--- config.mk ---
export PLATFORM = sky130hd
export DESIGN_NAME = buzzer_sequencer_flat
export DESIGN_NICKNAME = d
export VERILOG_FILES = /design/src/rtl/buzzer_sequencer_if.sv /design/src/rtl/buzzer_sequencer.sv /design/src/flat_wrapper.sv
export SDC_FILE = /design/constraint.sdc
export NUM_CORES = 1
export LEC_CHECK = 0
export ABC_AREA = 1
export BUFFER_PORTS_ARGS = -buffer_cell sky130_fd_sc_hd__buf_4
export CAP_MARGIN = 20
export CORE_MARGIN = 1
export CORE_UTILIZATION = 55
export CTS_CLUSTER_SIZE = 30
export DETAILED_ROUTE_END_ITERATION = 10
export HOLD_SLACK_MARGIN = 0.02
export PLACE_DENSITY = 0.76
export SYNTH_ARGS = -nofsm -noshare
export SYNTH_HDL_FRONTEND = slang
export SYNTH_SLANG_ARGS = --single-unit
--- constraint.sdc ---
create_clock -name CLK -period 9.5 [get_ports CLK]
set_input_delay 1.9 -clock CLK [delete_from_list [all_inputs] [get_ports CLK]]
set_output_delay 1.9 -clock CLK [all_outputs]
set_load 0.005 [all_outputs]
--- src/rtl/buzzer_sequencer_if.sv ---
// Buzzer sequencer signal bundle: game-core event levels in, buzzer drive and status out.
// The game core drives the master side; the sequencer takes the slave side.
interface buzzer_sequencer_if;
   logic       crash;
   logic       win;
   logic       mute;
   logic       beep;
   logic       busy;
   logic [1:0] note_idx;

   modport master (output crash, win, mute, input beep, busy, note_idx);
   modport slave  (input crash, win, mute, output beep, busy, note_idx);
endinterface

--- src/rtl/buzzer_sequencer.sv ---
// Plays short note sequences on the piezo pin when crash or win rises; crash preempts win.
// Build option BUZZER_CRASH_LOOP_EN: a crash sequence repeats while crash stays high at its end.
module buzzer_sequencer #(
   parameter int CLK_HZ   = 50_000_000,
   parameter int NOTE_CYC = 6_250_000,
   parameter int GAP_CYC  = 781_250,
   parameter int CNT_W    = 24
) (
   input  logic               CLK,
   input  logic               rst_n,
   buzzer_sequencer_if.slave  bus
);

   typedef enum logic [1:0] {IDLE, TONE, GAP} state_t;
   typedef enum logic {SEQ_CRASH, SEQ_WIN} seq_t;

   localparam logic [CNT_W-1:0] NOTE_LAST = CNT_W'(NOTE_CYC - 1);
   localparam logic [CNT_W-1:0] GAP_LAST  = CNT_W'(GAP_CYC - 1);
   // Slots 0-2 crash notes, 3-6 win notes; slot 7 is a spare that keeps the 3-bit index in range.
   localparam int FREQ [0:7] = '{880, 660, 440, 523, 659, 784, 1047, 1047};

   logic [CNT_W-1:0] hp_tab [0:7];

   genvar gi;
   generate
      for (gi = 0; gi < 8; gi++) begin : g_hp
         assign hp_tab[gi] = CNT_W'(CLK_HZ / (2 * FREQ[gi]));
      end
   endgenerate

   state_t           state_reg, state_next;
   seq_t             seq_reg, seq_next;
   logic [1:0]       note_idx_reg, note_idx_next;
   logic [CNT_W-1:0] dur_reg, dur_next;
   logic [CNT_W-1:0] tone_reg, tone_next;
   logic             phase_reg, phase_next;
   logic             beep_reg, beep_next;
   logic             crash_q, win_q;
   logic             crash_rise_reg, win_rise_reg;

   logic             busy_int, start_crash, start_win, loop_restart, restart;
   logic             last_note, tone_end, gap_end, half_end;
   logic [2:0]       hp_idx;
   logic [CNT_W-1:0] hp_last;

   assign busy_int    = (state_reg != IDLE);
   assign start_crash = crash_rise_reg && !(busy_int && seq_reg == SEQ_CRASH);
   assign start_win   = win_rise_reg && !busy_int && !crash_rise_reg;
   assign last_note   = (note_idx_reg == ((seq_reg == SEQ_CRASH) ? 2'd2 : 2'd3));
   assign tone_end    = (state_reg == TONE) && (dur_reg == NOTE_LAST);
   assign gap_end     = (state_reg == GAP) && (dur_reg == GAP_LAST);
   assign hp_idx      = (seq_reg == SEQ_WIN) ? (3'd3 + {1'b0, note_idx_reg}) : {1'b0, note_idx_reg};
   assign hp_last     = hp_tab[hp_idx] - CNT_W'(1);
   assign half_end    = (tone_reg == hp_last);

`ifdef BUZZER_CRASH_LOOP_EN
   assign loop_restart = gap_end && last_note && (seq_reg == SEQ_CRASH) && bus.crash;
`else
   assign loop_restart = 1'b0;
`endif

   assign restart = start_crash || start_win || loop_restart;

   // State register; rises are registered so playback starts the cycle after detection.
   always_ff @(posedge CLK) begin
      if (!rst_n) begin
         state_reg      <= IDLE;
         seq_reg        <= SEQ_CRASH;
         note_idx_reg   <= 2'd0;
         dur_reg        <= '0;
         tone_reg       <= '0;
         phase_reg      <= 1'b0;
         beep_reg       <= 1'b0;
         crash_q        <= 1'b0;
         win_q          <= 1'b0;
         crash_rise_reg <= 1'b0;
         win_rise_reg   <= 1'b0;
      end else begin
         state_reg      <= state_next;
         seq_reg        <= seq_next;
         note_idx_reg   <= note_idx_next;
         dur_reg        <= dur_next;
         tone_reg       <= tone_next;
         phase_reg      <= phase_next;
         beep_reg       <= beep_next;
         crash_q        <= bus.crash;
         win_q          <= bus.win;
         crash_rise_reg <= bus.crash && !crash_q;
         win_rise_reg   <= bus.win && !win_q;
      end
   end

   always_comb begin
      state_next = state_reg;
      seq_next   = seq_reg;
      if (start_crash) begin
         state_next = TONE;
         seq_next   = SEQ_CRASH;
      end else if (start_win) begin
         state_next = TONE;
         seq_next   = SEQ_WIN;
      end else if (loop_restart) begin
         state_next = TONE;
      end else begin
         case (state_reg)
            TONE:    if (tone_end) state_next = GAP;
            GAP:     if (gap_end) state_next = last_note ? IDLE : TONE;
            default: state_next = IDLE;
         endcase
      end
   end

   // Phase keeps running under mute so unmuting resumes mid-note in step.
   always_comb begin
      note_idx_next = note_idx_reg;
      dur_next      = dur_reg + CNT_W'(1);
      tone_next     = tone_reg;
      phase_next    = phase_reg;
      if (restart) begin
         note_idx_next = 2'd0;
         dur_next      = '0;
         tone_next     = '0;
         phase_next    = 1'b1;
      end else begin
         case (state_reg)
            TONE: begin
               if (tone_end) begin
                  dur_next   = '0;
                  tone_next  = '0;
                  phase_next = 1'b0;
               end else if (half_end) begin
                  tone_next  = '0;
                  phase_next = !phase_reg;
               end else begin
                  tone_next  = tone_reg + CNT_W'(1);
               end
            end
            GAP: begin
               if (gap_end) begin
                  dur_next = '0;
                  if (last_note) begin
                     note_idx_next = 2'd0;
                  end else begin
                     note_idx_next = note_idx_reg + 2'd1;
                     phase_next    = 1'b1;
                  end
               end
            end
            default: begin
               note_idx_next = 2'd0;
               dur_next      = '0;
               tone_next     = '0;
               phase_next    = 1'b0;
            end
         endcase
      end
      beep_next = (state_next == TONE) && phase_next && !bus.mute;
   end

   assign bus.beep     = beep_reg;
   assign bus.busy     = busy_int;
   assign bus.note_idx = note_idx_reg;

endmodule

--- src/flat_wrapper.sv ---
// flat-port wrapper written by rule: the top's interface ports become plain ports
module buzzer_sequencer_flat 
#(
   parameter int CLK_HZ   = 50_000_000,
   parameter int NOTE_CYC = 6_250_000,
   parameter int GAP_CYC  = 781_250,
   parameter int CNT_W    = 24
)
  (CLK, rst_n, bus_crash, bus_win, bus_mute, bus_beep, bus_busy, bus_note_idx);
  buzzer_sequencer_if bus_i ();
  input  logic CLK;
  input  logic rst_n;
  input wire logic [$bits(bus_i.crash)-1:0] bus_crash;
  input wire logic [$bits(bus_i.win)-1:0] bus_win;
  input wire logic [$bits(bus_i.mute)-1:0] bus_mute;
  output wire logic [$bits(bus_i.beep)-1:0] bus_beep;
  output wire logic [$bits(bus_i.busy)-1:0] bus_busy;
  output wire logic [$bits(bus_i.note_idx)-1:0] bus_note_idx;
  assign bus_i.crash = bus_crash;
  assign bus_i.win = bus_win;
  assign bus_i.mute = bus_mute;
  assign bus_beep = bus_i.beep;
  assign bus_busy = bus_i.busy;
  assign bus_note_idx = bus_i.note_idx;
  buzzer_sequencer #(.CLK_HZ(CLK_HZ), .NOTE_CYC(NOTE_CYC), .GAP_CYC(GAP_CYC), .CNT_W(CNT_W)) u_core (.CLK(CLK), .rst_n(rst_n), .bus(bus_i));
endmodule
# ---- After elaboration in Yosys (flattened, before gate mapping)
# Memories as Yosys holds them, arrays and structs flattened.
# Index checks and enable logic that the tools add are counted.
dict set report word_totals {
  ff_bits 59
  romBits 192
  in_bits 5
  out_inout_bits 4
  n_memories 1
}
# name depth word_bits rd rd_ports_with_merged_regs write_ports line
set memory_table {}
lappend memory_table {{(name not given)} 8 24 1 0 0 buzzer_sequencer.sv:53} ;# assign hp_last = hp_tab[hp_idx] - CNT_W'(1);
dict set report op_classes {
  addsub 5
  order_cmp 1
  eq_ne 8
  muxes 25
  bitwise_logic 4
  reduce_logical 22
}
# cell count
set ops {}
lappend ops {{$mux 24} 6}
lappend ops {{$pmux 24 s2} 2}
lappend ops {{$add 24x1->24 const B} 2}
lappend ops {{$eq 24x20->1 const B} 1}
lappend ops {{$eq 24x23->1 const B} 1}
lappend ops {{$eq 24x24->1} 1}
lappend ops {{$sub 24x1->24 const B} 1}
lappend ops {{$mux 2} 6}
lappend ops {{$logic_and 1x1->1} 10}
lappend ops {{$pmux 2 s2} 2}
lappend ops {{$logic_not 1->1} 7}
lappend ops {{$mux 1} 7}
lappend ops {{$eq 2x1->1 const B} 2}
lappend ops {{$ge 4x4->1 const B} 1}
lappend ops {{$not 3->4} 1}
lappend ops {{$reduce_or 2->1} 2}
lappend ops {{$add 2x2->3 const A} 1}
lappend ops {{$mux 3} 1}
lappend ops {{$not 1->1} 3}
lappend ops {{$add 2x1->2 const B} 1}
lappend ops {{$eq 2x2->1} 1}
lappend ops {{$eq 2x2->1 const B} 1}
lappend ops {{$ne 2x1->1 const B} 1}
lappend ops {{$pmux 1 s2} 1}
lappend ops {{3 further kinds} 3}

# ---- Logic depth before layout (Yosys ltp)
dict set report depth {
  depth_word 14
  depth_mapped 27
}

# ---- Least setup slack after synthesis
# Ideal clock, no wire load.
dict set report synth_timing {
  path_type {register to register}
  from {reg u_core.note_idx_reg[0], in the netlist u_core.bus.note_idx[0]}
  to {reg u_core.tone_reg[7]}
  setup_ns 0.140
  arrival_time_ns 2.921
  required_time_ns 9.360
  slack_ns 6.439
  stages_incl_launch_ff 23
  n_path_buf 1
  cell_sequence {dfxtp_1 -> inv_1 -> ha_1 -> o21ai_0 -> inv_1 -> ha_1 -> inv_1 -> nand2_2 -> o21ai_0 -> ha_1 -> nand2_1 -> nand2_1 -> nor2_1 -> nand2_1 -> nor2_1 -> nand2_1 -> nor2_1 -> nand3_1 -> nor2_2 -> a21boi_4 -> buf_6 -> nand2_1 -> a21oi_1}
}
dict set report synth_via {
  elab_chain_len 11
}
# item line
set synth_lines {}
lappend synth_lines {{from (decl)} buzzer_sequencer.sv:33} ;# logic [1:0] note_idx_reg, note_idx_next;
lappend synth_lines {{from (signal assigned)} buzzer_sequencer.sv:81} ;# note_idx_reg <= note_idx_next;
lappend synth_lines {{$add 2x2->3} buzzer_sequencer.sv:52} ;# assign hp_idx = (seq_reg == SEQ_WIN) ? (3'd3 + {1'b0, note_idx_reg}) : {1'b0, note_idx_reg};
lappend synth_lines {{$mux 3 *} buzzer_sequencer.sv:52}
lappend synth_lines {{$not 3->4 (implied by the code) *} buzzer_sequencer.sv:53}
lappend synth_lines {{$mem_v2 8x24 *} --}
lappend synth_lines {{$mux 24 (implied by the code) * (2 in a row)} buzzer_sequencer.sv:53}
lappend synth_lines {{$sub 24x1->24 *} buzzer_sequencer.sv:53}
lappend synth_lines {{$eq 24x24->1 *} buzzer_sequencer.sv:54} ;# assign half_end = (tone_reg == hp_last);
lappend synth_lines {{$mux 24 *} buzzer_sequencer.sv:131} ;# end else if (half_end) begin
lappend synth_lines {{$mux 24 *} buzzer_sequencer.sv:127} ;# if (tone_end) begin
lappend synth_lines {{$pmux 24 s2 *} buzzer_sequencer.sv:125} ;# case (state_reg)
lappend synth_lines {{to (signal assigned)} buzzer_sequencer.sv:83} ;# tone_reg <= tone_next;
lappend synth_lines {{to (decl)} buzzer_sequencer.sv:35} ;# logic [CNT_W-1:0] tone_reg, tone_next;
# Mark *: on every way between the ends. The rest lies on a longest branch, timed or not. The select of a mux whose other input is x is not followed.
# A chain may end at the register's enable or synchronous reset.

# ---- Worst setup path after layout
dict set report layout_timing {
  from {reg u_core.note_idx_reg[0], in the netlist u_core.bus.note_idx[0]}
  to {reg u_core.tone_reg[4]}
}
# Same word-level chain as after synthesis.

==> flow_metrics.tcl <==
set metrics [dict create \
    drive_gt1_share_pct 12.29 \
    power_uw 541.4 \
    ioPinCount 9 \
    drt_iter0_drc 194 \
    fin_crit_ns 3.626 \
    synth-simple-area-share_pct 40.09 \
    syn-instance-count 571 \
    synth_top_family_by_area "simple AND/OR/NAND/NOR gates" \
    switching_share_pct 28.04 \
    critPathMaxStageDelay_ns 0.49 \
    antenna_found_initial 0 \
    core_area_um2 6495 \
    r2r_end "u_core.tone_reg[4]" \
    ctsHoldBuffers 0 \
    worstHoldStart "u_core.crash_q" \
    clkLatencyLatePin_ns 0.35 \
    ys_ff_latch 59 \
    synth_cell_types 42 \
    ir_drop_uv 61.78 \
    power.share.combinational_pct 10.0 \
    grt-ovfl-total 0 \
    finalSetupTns_ns 0 \
    cts_buffers 9 \
    synthToLayoutAreaGrowth_pct 7.991 \
    die_y_um 85.18 \
    endpoint_kind "register" \
    numClockSinks 59 \
    path_depth 21 \
    yosys_warnings 0 \
    cts.repair.resized 0 \
    finClkSkew_ns 0.01077 \
    finalHoldViolCount 0 \
    grt_pass1_vias 3309 \
    nets 599 \
    fmax_mhz 275.8 \
    r2r_cells 21 \
    wl_per_cell_um 12.77 \
    path_buf_inv 3 \
    worstSetupStartpointType "register" \
    synth_xor_area_share_pct 4.604 \
    grt_use_total_pct 25.78 \
    die_x_um 85.18 \
    syn_area_um2 3805 \
    cp_cell_sequence "inv_1 > ha_1 > o21ai_0 > inv_1 > ha_1 > nand3_2 > nand2_4 > ha_1 > inv_1 > nand2_1 > nand2_1 > nor2_1 > nand2_1 > nor2_1 > nand2_1 > nor2_1 > nand3_1 > nor2_2 > a21boi_4 > nand3_1 > a21oi_1" \
    hp-class "reg2reg" \
    timing.reg2reg.setup_slack_ns 5.87 \
    post-cts-setup-buffer-count 0 \
    synth_compound_area_share_pct 9.997 \
    async_flop_share_pct 0 \
    p_int_uw 389.6 \
    rsz0062_at_grt "no" \
    gp_congestion 0.9103 \
    dp_hpwl_mm 6.221 \
    portBuffers 8 \
    start_util_pct 58.58 \
    status "complete, no violations" \
    path_max_fanout 18 \
    p_seq_share_pct 46.6 \
    critPathRequiredTime_ns 9.78 \
    fp-row-count 29 \
    critPathKind "reg2reg" \
    avgSynthCellArea_um2 6.664 \
    crit_path_end "u_core.tone_reg[4]" \
    clk_path_buf_depth 2 \
    slew_violations 0 \
    cts_max_level 3 \
    yosysTopAreaCellShare_pct 31.04 \
    wirelength_mm 8.464 \
    timing.rr.start "u_core.bus.note_idx[0]" \
    synth-main-ff-cell "dfxtp_1" \
    cts_tree "built" \
    synth_area_leader_cell "dfxtp_1" \
    synth_edf_count 0 \
    die_area_um2 7255 \
    synth_fp_nets 589 \
    p_clk_share_pct 43.5 \
    power_density_nw_per_um2 131.8 \
    setup_viol 0 \
    drt_pass1_iterations 5 \
    startpoint "u_core.bus.note_idx[0]" \
    final_antenna_net_count 0 \
    critPathMostFrequentCell "nand2_1" \
    switchingPower_uw 151.8 \
    yosys-top-cells-area "dfxtp_1 31%, nand2_1 14%, inv_1 7.6%" \
    period_share_pct 38.17 \
    synthAdderAreaFrac_pct 4.275 \
    synth_mux_area_share_pct 0 \
    cp_slowest_cell "a21boi_4" \
    crit_family "adder cells" \
    ys_seq_area_share_pct 31.04 \
    grt_max_degree 31 \
    worst_pin_slew_ns 0.9117 \
    vias_per_cell 5.385 \
    maxCapViolCount 0 \
    antennaDiodeCount 0 \
    dr_total_vias 3570 \
    clockRootBuffer "clkbuf_8" \
    route.detailed.drc 0 \
    p_leak_nw 1.639 \
    grt_pass1_wl_mm 14.92 \
    crit_arrival_ns 3.90 \
    clkSlewWorstSetupHoldPaths_ns 0.08 \
    slew_headroom_pct 39.05 \
]
layout by cell type (no fill, tap or decap), drive strengths merged, types with 2 or more instances in the layout:
cell / count
o21ai: 14
nand3: 46
buf: 9
a21boi: 3
a21oi: 31
a22oi: 2
or2: 6
nand4: 18
clkinv: 3
o21bai: 2
nor4: 6
clkinvlp: 3
xor2: 16
nor3: 16
ha: 13
nor3b: 2
inv: 85
clkbuf: 9
nand2: 150
nor2: 78
dfxtp: 59
xnor2: 4
a211oi: 3
cells in the mapped netlist, types with 2 or more instances:
cell        n
nor3b_1     2
o21ai_0    14
nand4_1    17
ha_1       13
a21oi_2     5
or2_2       5
clkbuf_1    3
xnor2_1     4
a211oi_1    3
nand3_1    39
buf_2       5
dfxtp_1    59
nor3_1     13
nor2_2      5
clkinv_1    2
a21oi_1    26
buf_6       2
nor2_1     68
o21bai_1    2
nand2_1   142
a22oi_1     2
inv_2       5
xor2_1     16
nor4_1      6
nand3_2     7
inv_1      77
nand2_2     4
nand2_4     4
nor2_4      5
nor3_2      3
a21boi_0    2
cells by family after synthesis:
| logic type | after synthesis |
|---|---|
| flip-flops | 59 |
| XOR/XNOR | 20 |
| buffers and inverters | 95 |
| adder cells (fa/ha/maj) | 13 |
| AO/OA/AOI/OAI | 61 |
| AND/OR/NAND/NOR | 323 |
layout make-up:
| type | instances | area [um^2] |
|---|---|---|
| inverter | 85 | 321.6 |
| sequential | 59 | 1181 |
| clock inverter | 7 | 75.07 |
| fill | 592 | 2386 |
| clock buffer | 9 | 123.9 |
| timing repair buffer | 9 | 67.56 |
| multi-input combinational | 417 | 2243 |
| tap | 77 | 96.34 |
stage by stage:
stage	instance area [um^2]	hold slack (ns)	util, %	worst slack, ns	instances
finish	4109	0.3888	63.26	5.874	663
floorplan	3805	0.3681	-	6.439	571
CTS	4109	0.3914	63.26	5.924	663
global placement	3910	0.3723	60.20	6.011	647
detailed placement	3910	0.3805	60.20	5.908	647
global route	4109	0.4042	63.26	5.518	663
how the worst min path moves through the flow:
stage | end | slack (ns) | cells after the start
2_1_floorplan | u_core.crash_rise_reg | 0.37 | 1
3_3_place_gp | u_core.crash_rise_reg | 0.37 | 1
3_5_place_dp | u_core.crash_rise_reg | 0.38 | 1
4_1_cts | u_core.crash_rise_reg | 0.39 | 1
5_1_grt | u_core.win_rise_reg | 0.40 | 1
6_report | u_core.crash_rise_reg | 0.39 | 1
power by group through the flow:
stage	Sequential [mW]	Clock, mW	Combinational, mW
finish	0.252	0.235	0.0540
global route	0.252	0.250	0.0611
CTS	0.252	0.238	0.0538
detailed placement	0.258	0	0.0533
global placement	0.258	0	0.0524
floorplan	0.256	0	0.0432
layer usage:
metal	wire length [um]	vias up	GRT usage [%]
li1	-	1850	-
met1	4158	1617	34.74
met2	3731	86	39.96
met3	394	17	4.961
met4	179	0	11.71
met5	0	-	0
Note: power is estimated with default switching activity, not from simulation.
